<file path="src/rtl/shifter_pkg.sv">
// Shared op codes, FSM state encoding and op decode helper for the iterative shifter.
package shifter_pkg;

    localparam logic [5:0] OP_SLL  = 6'b000000;
    localparam logic [5:0] OP_SRL  = 6'b000010;
    localparam logic [5:0] OP_SRA  = 6'b000011;
    localparam logic [5:0] OP_ROTR = 6'b000110;

    typedef enum logic [1:0] {
        ST_IDLE  = 2'd0,
        ST_SHIFT = 2'd1,
        ST_DONE  = 2'd2
    } state_t;

    // Unsupported codes run as a zero-length shift.
    function automatic logic op_supported(input logic [5:0] op);
        return (op == OP_SLL) || (op == OP_SRL) || (op == OP_SRA) || (op == OP_ROTR);
    endfunction

endpackage

</file>
<file path="src/rtl/shift_step.sv">
// Combinational single-step shifter: moves i_value by i_k (0..STEP) positions per the op code.
module shift_step
    import shifter_pkg::*;
#(
    parameter int unsigned WIDTH = 32,
    parameter int unsigned STEP  = 4,
    parameter int unsigned KW    = 6
) (
    input  logic [WIDTH-1:0] i_value,
    input  logic [KW-1:0]    i_k,
    input  logic [5:0]       i_op,
    input  logic             i_sign,
    output logic [WIDTH-1:0] o_result
);

    localparam int unsigned KS = $clog2(STEP) + 1;

    logic [WIDTH-1:0] w_lvl [KS+1];
    logic             w_unused_k;

    // Only the low KS bits of k can be set because k never exceeds STEP.
    assign w_unused_k = ^i_k;
    assign w_lvl[0]   = i_value;

    // Level i conditionally shifts by 2**i.
    for (genvar i = 0; i < KS; i++) begin : g_lvl
        localparam int unsigned SH = 1 << i;
        logic [WIDTH-1:0] w_sh;

        always_comb begin
            w_sh = w_lvl[i];
            case (i_op)
                OP_SLL:  w_sh = w_lvl[i] << SH;
                OP_SRL:  w_sh = w_lvl[i] >> SH;
                OP_SRA:  w_sh = ({WIDTH{i_sign}} << (WIDTH - SH)) | (w_lvl[i] >> SH);
                OP_ROTR: w_sh = (w_lvl[i] >> SH) | (w_lvl[i] << (WIDTH - SH));
                default: w_sh = w_lvl[i];
            endcase
        end

        assign w_lvl[i+1] = i_k[i] ? w_sh : w_lvl[i];
    end

    assign o_result = w_lvl[KS];

endmodule

</file>
<file path="src/rtl/iterative_shifter.sv">
// Multi-cycle SLL/SRL/SRA/ROTR unit shifting at most STEP positions per clock,
// with a start/busy/done handshake and a result register held between ops.
module iterative_shifter
    import shifter_pkg::*;
#(
    parameter int unsigned WIDTH = 32,
    parameter int unsigned STEP  = 4
) (
    input  logic             clk,
    input  logic             reset,
    input  logic             start,
    input  logic [WIDTH-1:0] dataA,
    input  logic [WIDTH-1:0] dataB,
    input  logic [5:0]       Signal,
    output logic             busy,
    output logic             done,
    output logic [WIDTH-1:0] dataOut
);

    localparam int unsigned SHW = $clog2(WIDTH);
    localparam int unsigned KW  = SHW + 1;

    state_t           r_state;
    logic [SHW-1:0]   r_rem;
    logic [WIDTH-1:0] r_val;
    logic [5:0]       r_op;
    logic             r_sign;
    logic             r_busy;
    logic             r_done;

    logic [SHW-1:0]   w_amt;
    logic [KW-1:0]    w_rem_ext;
    logic [KW-1:0]    w_k;
    logic [SHW-1:0]   w_rem_next;
    logic [WIDTH-1:0] w_step;
    logic             w_unused_b;

    assign w_amt      = op_supported(Signal) ? dataB[SHW-1:0] : '0;
    assign w_unused_b = ^dataB[WIDTH-1:SHW];

    // Step size is min(rem, STEP); compared one bit wider since STEP may equal WIDTH.
    assign w_rem_ext  = {1'b0, r_rem};
    assign w_k        = (w_rem_ext > KW'(STEP)) ? KW'(STEP) : w_rem_ext;
    assign w_rem_next = SHW'(w_rem_ext - w_k);

    shift_step #(
        .WIDTH (WIDTH),
        .STEP  (STEP),
        .KW    (KW)
    ) u_shift_step (
        .i_value  (r_val),
        .i_k      (w_k),
        .i_op     (r_op),
        .i_sign   (r_sign),
        .o_result (w_step)
    );

    // Control FSM; DONE accepts a new start exactly like IDLE for back-to-back ops.
    always_ff @(posedge clk or posedge reset) begin
        if (reset) begin
            r_state <= ST_IDLE;
            r_rem   <= '0;
            r_val   <= '0;
            r_op    <= OP_SLL;
            r_sign  <= 1'b0;
            r_busy  <= 1'b0;
            r_done  <= 1'b0;
        end else begin
            case (r_state)
                ST_IDLE, ST_DONE: begin
                    r_done <= 1'b0;
                    if (start) begin
                        r_val  <= dataA;
                        r_op   <= Signal;
                        r_sign <= dataA[WIDTH-1];
                        r_rem  <= w_amt;
                        if (w_amt != '0) begin
                            r_state <= ST_SHIFT;
                            r_busy  <= 1'b1;
                        end else begin
                            r_state <= ST_DONE;
                            r_done  <= 1'b1;
                        end
                    end else begin
                        r_state <= ST_IDLE;
                    end
                end
                ST_SHIFT: begin
                    r_val <= w_step;
                    r_rem <= w_rem_next;
                    if (w_rem_next == '0) begin
                        r_state <= ST_DONE;
                        r_busy  <= 1'b0;
                        r_done  <= 1'b1;
                    end
                end
                default: begin
                    r_state <= ST_IDLE;
                    r_busy  <= 1'b0;
                    r_done  <= 1'b0;
                end
            endcase
        end
    end

    assign busy    = r_busy;
    assign done    = r_done;
    assign dataOut = r_val;

endmodule

</file>
<file path="config.mk">
export PLATFORM = sky130hd
export DESIGN_NAME = iterative_shifter
export DESIGN_NICKNAME = d
export VERILOG_FILES = /design/src/rtl/shifter_pkg.sv /design/src/rtl/shift_step.sv /design/src/rtl/iterative_shifter.sv
export SDC_FILE = /design/constraint.sdc
export NUM_CORES = 1
export LEC_CHECK = 0
export BUFFER_PORTS_ARGS = -buffer_cell sky130_fd_sc_hd__buf_4
export CORE_MARGIN = 1
export CORE_UTILIZATION = 50
export CTS_BUF_LIST = sky130_fd_sc_hd__clkbuf_16
export DETAILED_ROUTE_END_ITERATION = 10
export GPL_TIMING_DRIVEN = 0
export HOLD_SLACK_MARGIN = 0.15
export PLACE_DENSITY = 0.77
export SLEW_MARGIN = 10
export SYNTH_ARGS = -nofsm -noshare
export SYNTH_HDL_FRONTEND = slang
export SYNTH_HIERARCHICAL = 1
export SYNTH_SLANG_ARGS = --single-unit
</file>
<file path="constraint.sdc">
create_clock -name clk -period 8.6 [get_ports clk]
set_input_delay 1.72 -clock clk [delete_from_list [all_inputs] [get_ports clk]]
set_output_delay 1.72 -clock clk [all_outputs]
set_load 0.1 [all_outputs]
</file>
==> results.json, run 1 <==
{
  "clockBufferDepth": 2,
  "grt_pass1_wl_um": 34700,
  "syn_area_um2": 4900,
  "min_period_ns": 4.27,
  "row_count": 35,
  "power_leakage_uw": 0.00268,
  "cts_setup_buffers": 0,
  "nNetsFinal": 800,
  "die_w_um": 101,
  "fp.dieH_um": 101,
  "path_clk_slew_ns": 0.08,
  "fin_crit_sh_pct": 49.6,
  "outcome": "completed",
  "synthToLayoutAreaGrowth_pct": 18.9,
  "drt-total-wl_um": 22700,
  "cp_max_fo": 10,
  "fin_skew_ns": 0.0143,
  "required_ns": 8.78,
  "dr.pass1.iters": 10,
  "arrival_ns": 4.45,
  "stdcell_count": 856,
  "synth_fp_nets": 713,
  "wl_per_cell_um": 26.5,
  "viasPerCell": 7.38,
  "vdd_drop_max_mv": 0.169,
  "post_cts_resized": 0,
  "cts_inserted_buffers": 5,
  "antenna_found_initial": 0,
  "hold_depth": 2,
  "yosys_warnings": 6,
  "cts_tree": "yes",
  "max_clock_freq_mhz": 234,
  "pwr_density_cell_nw_per_um2": 182,
  "hp-class": "flip-flop to flip-flop",
  "syn_avg_cell_area_um2": 7.68,
  "cts.sinks": 47,
  "rsz0062_at_grt": "false",
  "n_antenna_cell": 0,
  "clock-root-buffer": "clkbuf_16",
  "fillers": 870,
  "final_common_cell": "nor2_1",
  "grt_usage_pct": 45.5,
  "vias": 6315,
  "setup_tns_ns": 0,
  "end_kind": "flip-flop",
  "layout_common_cells": "100 x nor2_1, 92 x nand2_1, 80 x buf_4",
  "drt_iter0_markers": 1237,
  "worstHoldStart": "r_sign$_DFFE_PP0P_",
  "hold_violations": 0,
  "rr_worst_depth": 11,
  "cts_hold_buf": 0,
  "gp_congestion": 1.04,
  "first_global_vias": 6168,
  "layout-drive-gt1-share_pct": 20.5,
  "clock_latency_ns": 0.30,
  "dieArea_um2": 10200,
  "drtAntennaViolNets": 0,
  "placed_cells": 848,
  "core_region_area_um2": 9370,
  "worstMarginPinSlew_ns": 1.06,
  "initial_utilization_pct": 52.3,
  "port-buffer-count": 79,
  "pin_count": 107,
  "h-tree-depth": 2,
  "r2r_start": "r_rem[3]$_DFFE_PP0P_",
  "critPathKind": "flip-flop to flip-flop",
  "drv_cap": 0,
  "start_kind": "flip-flop",
  "place_hpwl_um": 16300,
  "grt-ovfl-total": 0,
  "synthCells": 639,
  "maxSlewViolCount": 0,
  "finalSetupViolCount": 0,
  "slew-limit-headroom_pct": 29.0,
  "grt_max_degree": 35,
  "crit_start": "r_rem[3]$_DFFE_PP0P_",
  "drc_errors": 0
}
## routing by layer
layer / track usage, % / wire (um) / part of all wire (%)
met5: 0 / 0 / 0
met1: 58.3 / 8620 / 38
met4: 28.4 / 1530 / 6.8
met3: 11.9 / 3040 / 13
met2: 68.0 / 9510 / 42
## state kept, by name (all words and copies together), names as in the netlist
register  cells
busy          1
dataOut      32
r_op          6
r_rem         5
r_sign        1
r_state       2
## final timing paths
check | end | slack [ns]
min in group asynchronous | dataOut[24]$_DFFE_PP0P_ | 1.39
setup / recovery | dataOut[1]$_DFFE_PP0P_ | 4.33
hold / removal | r_sign$_DFFE_PP0P_ | 0.48
setup reg to reg | dataOut[1]$_DFFE_PP0P_ | 4.33
hold reg to reg | r_sign$_DFFE_PP0P_ | 0.48
max in group asynchronous | dataOut[8]$_DFFE_PP0P_ | 6.69
## report_power, final
group          internal [uW]  switching (uW)  leakage [uW]
Sequential               249            58.9      0.000551
Combinational            160             387       0.00206
Clock                    110            97.6     0.0000708
Total                    519             544       0.00268
## stage by stage
stage | util [%] | total power, uW | cell area, um2 | setup slack, ns | hold slack (ns)
global route | 62.2 | 1100 | 5830 | 4.17 | 0.524
floorplan | - | 688 | 4900 | 5.54 | 0.446
CTS | 62.2 | 1050 | 5830 | 4.62 | 0.483
global placement | 60.4 | 833 | 5660 | 4.63 | 0.469
detailed placement | 60.6 | 840 | 5680 | 4.67 | 0.463
finish | 62.2 | 1060 | 5830 | 4.33 | 0.485
## area by class of cell
| class | count | area [um2] | area share (%) |
|---|---|---|---|
| plain buffers | 55 | 302 | 5.17 |
| clock inverters | 3 | 25.0 | 0.429 |
| well taps | 129 | 161 | 2.77 |
| clock buffers | 5 | 125 | 2.15 |
| multi-input cells | 529 | 3400 | 58.3 |
| inverters | 8 | 30.0 | 0.515 |
| flip-flops and latches | 47 | 1180 | 20.2 |
| repair buffers | 80 | 613 | 10.5 |
## critical path, stage by stage (launching register included)
cell and delay [ns]:
dfrtp_1 0.37, buf_2 0.17, nor3_1 0.34, and2_2 0.21, clkbuf_1 0.49, clkinv_1 0.49
nor2_1 0.53, clkbuf_1 0.63, o22ai_1 0.28, a211o_1 0.39, a22oi_1 0.18, nand2_1 0.07
No activity file was read; power rests on OpenSTA's default activity.
==> run 2: changes to the inputs <==
--- a/config.mk
+++ b/config.mk
@@ -5,6 +5,7 @@
 export SDC_FILE = /design/constraint.sdc
 export NUM_CORES = 1
 export LEC_CHECK = 0
+export ABC_AREA = 1
 export BUFFER_PORTS_ARGS = -buffer_cell sky130_fd_sc_hd__buf_4
 export CORE_MARGIN = 1
 export CORE_UTILIZATION = 50
@@ -12,7 +13,7 @@
 export DETAILED_ROUTE_END_ITERATION = 10
 export GPL_TIMING_DRIVEN = 0
 export HOLD_SLACK_MARGIN = 0.15
-export PLACE_DENSITY = 0.77
+export PLACE_DENSITY = 0.78
 export SLEW_MARGIN = 10
 export SYNTH_ARGS = -nofsm -noshare
 export SYNTH_HDL_FRONTEND = slang
==> constraint.sdc (replaced) <==
create_clock -name clk -period 4.02 [get_ports clk]
set_input_delay 0.804 -clock clk [delete_from_list [all_inputs] [get_ports clk]]
set_output_delay 0.804 -clock clk [all_outputs]
set_load 0.1 [all_outputs]
==> results.json, run 2 <==
{
  "max_clock_freq_mhz": 378,
  "multi_input_area_um2": 3100,
  "internal_power_uw": 1240,
  "initial_utilization_pct": 51.3,
  "critPathMaxStageDelay_ns": 0.58,
  "path_cells": "nor2_2 -> nand3_2 -> a21oi_2 -> clkbuf_1 -> nand3_1 -> nand3_1 -> o22ai_2 -> nor2_2",
  "vias": 5780,
  "wl_per_cell_um": 19.0,
  "slew-limit-headroom_pct": 55.7,
  "fillers": 901,
  "pwr_density_cell_nw_per_um2": 494,
  "met2_length_um": 7920,
  "setup_tns_ns": 0,
  "pin_count": 107,
  "dieArea_um2": 9790,
  "drt_iter0_markers": 571,
  "yosys_warnings": 6,
  "row_count": 35,
  "nNetsFinal": 887,
  "start_kind": "flip-flop",
  "netSwitchingFraction_pct": 55.2,
  "vdd_drop_max_mv": 0.291,
  "viasPerCell": 6.25,
  "finalSetupViolCount": 0,
  "rsz0062_at_grt": "false",
  "critPathKind": "flip-flop to flip-flop",
  "path_clk_slew_ns": 0.07,
  "synthToLayoutAreaGrowth_pct": 19.2,
  "clockBufferDepth": 2,
  "maxSlewViolCount": 0,
  "drv_cap": 0,
  "cp_slowest_cell": "clkbuf_1",
  "syn_avg_cell_area_um2": 6.47,
  "port-buffer-count": 79,
  "cts_setup_buffers": 0,
  "syn_area_um2": 4700,
  "required_ns": 4.25,
  "cts.sinks": 47,
  "top_layer_used": "met4",
  "fin_skew_ns": 0.00635,
  "clock-root-buffer": "clkbuf_16",
  "end_kind": "flip-flop",
  "grt-ovfl-total": 0,
  "drt-total-wl_um": 17600,
  "seqCellArea_um2": 1180,
  "min_period_ns": 2.65,
  "p_switching_uw": 1530,
  "hp-class": "flip-flop to flip-flop",
  "dr.pass1.iters": 5,
  "arrival_ns": 2.87,
  "clock_latency_ns": 0.29,
  "layout-drive-gt1-share_pct": 24.1,
  "comb_power_share_pct": 59.2,
  "largest_register_ff_count": 32,
  "drc_errors": 0,
  "fin_util_pct": 61.2,
  "place_hpwl_um": 13200,
  "power_uw": 2760,
  "grt_pass1_wl_um": 27400,
  "clkPwrFrac_pct": 16.1,
  "core_region_area_um2": 9150,
  "grt_max_degree": 33,
  "fp.dieH_um": 98.9,
  "final_common_cell": "nand3_1",
  "drtAntennaViolNets": 0,
  "cp_max_fo": 10,
  "power_leakage_uw": 0.00265,
  "dr_wl_met3_um": 1940,
  "worstMarginPinSlew_ns": 0.665,
  "cts_tree": "yes",
  "n_antenna_cell": 0,
  "synth_fp_nets": 800,
  "holdWs_ns": 0.499,
  "antenna_found_initial": 0,
  "m1WireLength_um": 7200,
  "hold_violations": 0,
  "h-tree-depth": 2,
  "synthCells": 726,
  "outcome": "completed",
  "cts_inserted_buffers": 5,
  "fin_crit_sh_pct": 65.9,
  "cts_hold_buf": 0,
  "grt_usage_pct": 36.3,
  "pwr-share-seq_pct": 24.8,
  "first_global_vias": 5311,
  "layout_common_cells": "201 x nand3_1, 180 x nand2_1, 82 x buf_4",
  "post_cts_resized": 0,
  "gp_congestion": 1.00,
  "die_w_um": 98.9
}
## run 2: layer usage
| layer | vias up | GRT usage, % |
|---|---|---|
| met5 | - | 0 |
| met4 | 0 | 13.0 |
| met3 | 46 | 6.95 |
| met2 | 364 | 58.1 |
| met1 | 2727 | 48.8 |
| li1 | 2643 | - |
## run 2: metrics by stage
step                      setup WS, ns  std cells  instance area [um2]
after CTS                         1.53        925                 5600
final                             1.37        925                 5600
after global routing              1.33        925                 5600
after global placement            1.48        916                 5430
after detailed placement          1.54        917                 5450
after floorplan                   1.98        726                 4700
## run 2: power by group through the flow
stage / Sequential [uW] / Clock (uW) / Combinational (uW)
finish: 685 / 444 / 1640
global route: 697 / 472 / 1740
CTS: 682 / 454 / 1610
detailed placement: 690 / 0 / 1600
global placement: 688 / 0 / 1580
floorplan: 1170 / 0 / 744
## run 2: worst max-delay path, delay by kind of cell, from the launching register on
family                 cells  cell delay [ns]
AOI/OAI and AO/OA          2             0.63
buffers and inverters      1             0.58
DFF                        1             0.41
and+or+nand+nor            5             0.97
## run 2: final timing paths
kind	startpoint	endpoint	slack, ns	cells after the start
hold reg to reg	r_sign$_DFFE_PP0P_	r_sign$_DFFE_PP0P_	0.50	2
min in group asynchronous	reset	dataOut[11]$_DFFE_PP0P_	0.51	2
setup reg to reg	r_op[2]$_DFFE_PP0P_	dataOut[11]$_DFFE_PP0P_	1.37	8
max in group asynchronous	reset	r_op[1]$_DFFE_PP0P_	3.00	3
setup / recovery	r_op[2]$_DFFE_PP0P_	dataOut[11]$_DFFE_PP0P_	1.37	8
hold / removal	r_sign$_DFFE_PP0P_	r_sign$_DFFE_PP0P_	0.50	2
## run 2: layout make-up
class	count	share of cell area, %
Buffer	41	4.56
Clock buffer	5	2.23
Clock inverter	3	0.469
Inverter	44	3.04
Multi-Input combinational cell	594	55.3
Sequential cell	47	21.0
Tap cell	111	2.48
Timing Repair Buffer	80	10.9
==> run 3: changes to the inputs <==
==> constraint.sdc (replaced) <==
create_clock -name clk -period 2.6 [get_ports clk]
set_input_delay 0.52 -clock clk [delete_from_list [all_inputs] [get_ports clk]]
set_output_delay 0.52 -clock clk [all_outputs]
set_load 0.1 [all_outputs]
==> results.json, run 3 (same netlist as run 2, synthesis figures left out) <==
{
  "drt_iter0_markers": 520,
  "cp_max_fo": 10,
  "vias": 5730,
  "end_kind": "flip-flop",
  "layout-drive-gt1-share_pct": 24.7,
  "vdd_drop_max_mv": 0.450,
  "power_uw": 4280,
  "largest_register_ff_count": 32,
  "cts_tree": "yes",
  "h-tree-depth": 2,
  "placed_cells": 917,
  "antenna_found_initial": 0,
  "nNetsFinal": 887,
  "hold_violations": 0,
  "max_clock_freq_mhz": 396,
  "clock-root-buffer": "clkbuf_16",
  "outcome": "completed",
  "setup_tns_ns": 0,
  "clock_latency_ns": 0.29,
  "pin_count": 107,
  "viasPerCell": 6.19,
  "crit_family": "simple AND/OR/NAND/NOR gates",
  "drc_errors": 0,
  "hp-class": "primary input to asynchronous set/reset pin",
  "first_global_vias": 5311,
  "dr.pass1.iters": 7,
  "path_cells": "nor2_2 -> nand3_4 -> inv_1 -> buf_2 -> clkbuf_4 -> nand3_1 -> nand3_1 -> nand3_1 -> nand3_1 -> o22ai_2 -> nor2_2",
  "grt_usage_pct": 36.3,
  "port-buffer-count": 79,
  "power_leakage_uw": 0.00266,
  "place_hpwl_um": 13200,
  "stdcell_count": 925,
  "final_common_cell": "nand3_1",
  "clockBufferDepth": 2,
  "maxSlewViolCount": 0,
  "die_w_um": 98.9,
  "n_antenna_cell": 0,
  "row_count": 35,
  "pwr_density_cell_nw_per_um2": 762,
  "gp_congestion": 1.00,
  "grt-ovfl-total": 0,
  "min_period_ns": 2.53,
  "start_kind": "flip-flop",
  "required_ns": 2.83,
  "finalSetupViolCount": 0,
  "fin_crit_sh_pct": 97.2,
  "worstMarginPinSlew_ns": 0.607,
  "seqCellArea_um2": 1180,
  "wl_per_cell_um": 18.9,
  "cp_slowest_cell": "dfrtp_1",
  "critPathBufInv": 3,
  "cts_setup_buffers": 0,
  "critPathKind": "flip-flop to flip-flop",
  "rsz0062_at_grt": "false",
  "initial_utilization_pct": 51.3,
  "path_clk_slew_ns": 0.07,
  "arrival_ns": 2.75,
  "grt_pass1_wl_um": 27400,
  "slew-limit-headroom_pct": 59.5,
  "grt_max_degree": 33,
  "synthToLayoutAreaGrowth_pct": 19.5,
  "fillers": 899,
  "critical_path.most_common_cell": "nand3_1",
  "fin_skew_ns": 0.00770,
  "multi_input_area_um2": 3100,
  "drv_cap": 0,
  "drt-total-wl_um": 17500,
  "cts_inserted_buffers": 5,
  "fin_util_pct": 61.3,
  "dieArea_um2": 9790,
  "fp.dieH_um": 98.9,
  "drtAntennaViolNets": 0,
  "core_region_area_um2": 9150,
  "cts.sinks": 47,
  "layout_common_cells": "201 x nand3_1, 180 x nand2_1, 82 x buf_4",
  "critPathMaxStageDelay_ns": 0.41
}
[run 3: changes by cell type in the layout (fill, tap and decap cells not counted), sizes merged]
cell / previous run / this run
buf: 109 / 107
clkbuf: 17 / 19
[run 3: per-stage QoR]
stage / area [um2] / hold WS (ns) / setup WS [ns]
after floorplan: 4700 / 0.442 / 0.558
after detailed placement: 5450 / 0.476 / 0.124
after global routing: 5610 / 0.242 / 0.0263
final: 5610 / 0.223 / 0.0727
after CTS: 5600 / 0.236 / 0.107
after global placement: 5430 / 0.467 / 0.0899
[run 3: final timing paths]
path	end	cells past startpoint	start	slack (ns)
min in group clk	r_op[1]$_DFFE_PP0P_	3	Signal[1]	0.43
hold / removal	dataOut[11]$_DFFE_PP0P_	2	reset	0.22
setup / recovery	dataOut[11]$_DFFE_PP0P_	11	r_op[2]$_DFFE_PP0P_	0.07
hold reg to reg	r_sign$_DFFE_PP0P_	2	r_sign$_DFFE_PP0P_	0.50
max in group asynchronous	r_op[1]$_DFFE_PP0P_	3	reset	1.86
setup reg to reg	dataOut[11]$_DFFE_PP0P_	11	r_op[2]$_DFFE_PP0P_	0.07
[run 3: cell type report]
| type | count | area share, % |
|---|---|---|
| Buffer | 41 | 4.70 |
| Clock buffer | 5 | 2.23 |
| Clock inverter | 3 | 0.468 |
| Inverter | 44 | 3.03 |
| Multi-Input combinational cell | 594 | 55.2 |
| Sequential cell | 47 | 20.9 |
| Tap cell | 111 | 2.47 |
| Timing Repair Buffer | 80 | 10.9 |
[run 3: per-layer routing]
metal	vias up	global-route usage (%)	wire [um]
met4	0	13.0	511
met5	-	0	0
met1	2678	48.8	7280
met2	351	58.1	7860
met3	50	6.95	1850
li1	2651	-	-
[run 3: worst reg2reg max path, stage by stage, from the launching register on]
cell and delay (ns):
dfrtp_1 0.41, nor2_2 0.23, nand3_4 0.19, inv_1 0.22, buf_2 0.31, clkbuf_4 0.30, nand3_1 0.14, nand3_1 0.15
nand3_1 0.18, nand3_1 0.16, o22ai_2 0.09, nor2_2 0.09
[run 3: what timing repair did]
action,in CTS,in global routing
gates resized for setup,0,10
hold buffers,0,0
setup endpoints to repair,0,14
hold endpoints to repair,0,0
[run 3: where the power goes]
group	switching, uW	internal, uW
registers	192	866
clock network	323	366
logic	1850	685
total	2360	1920
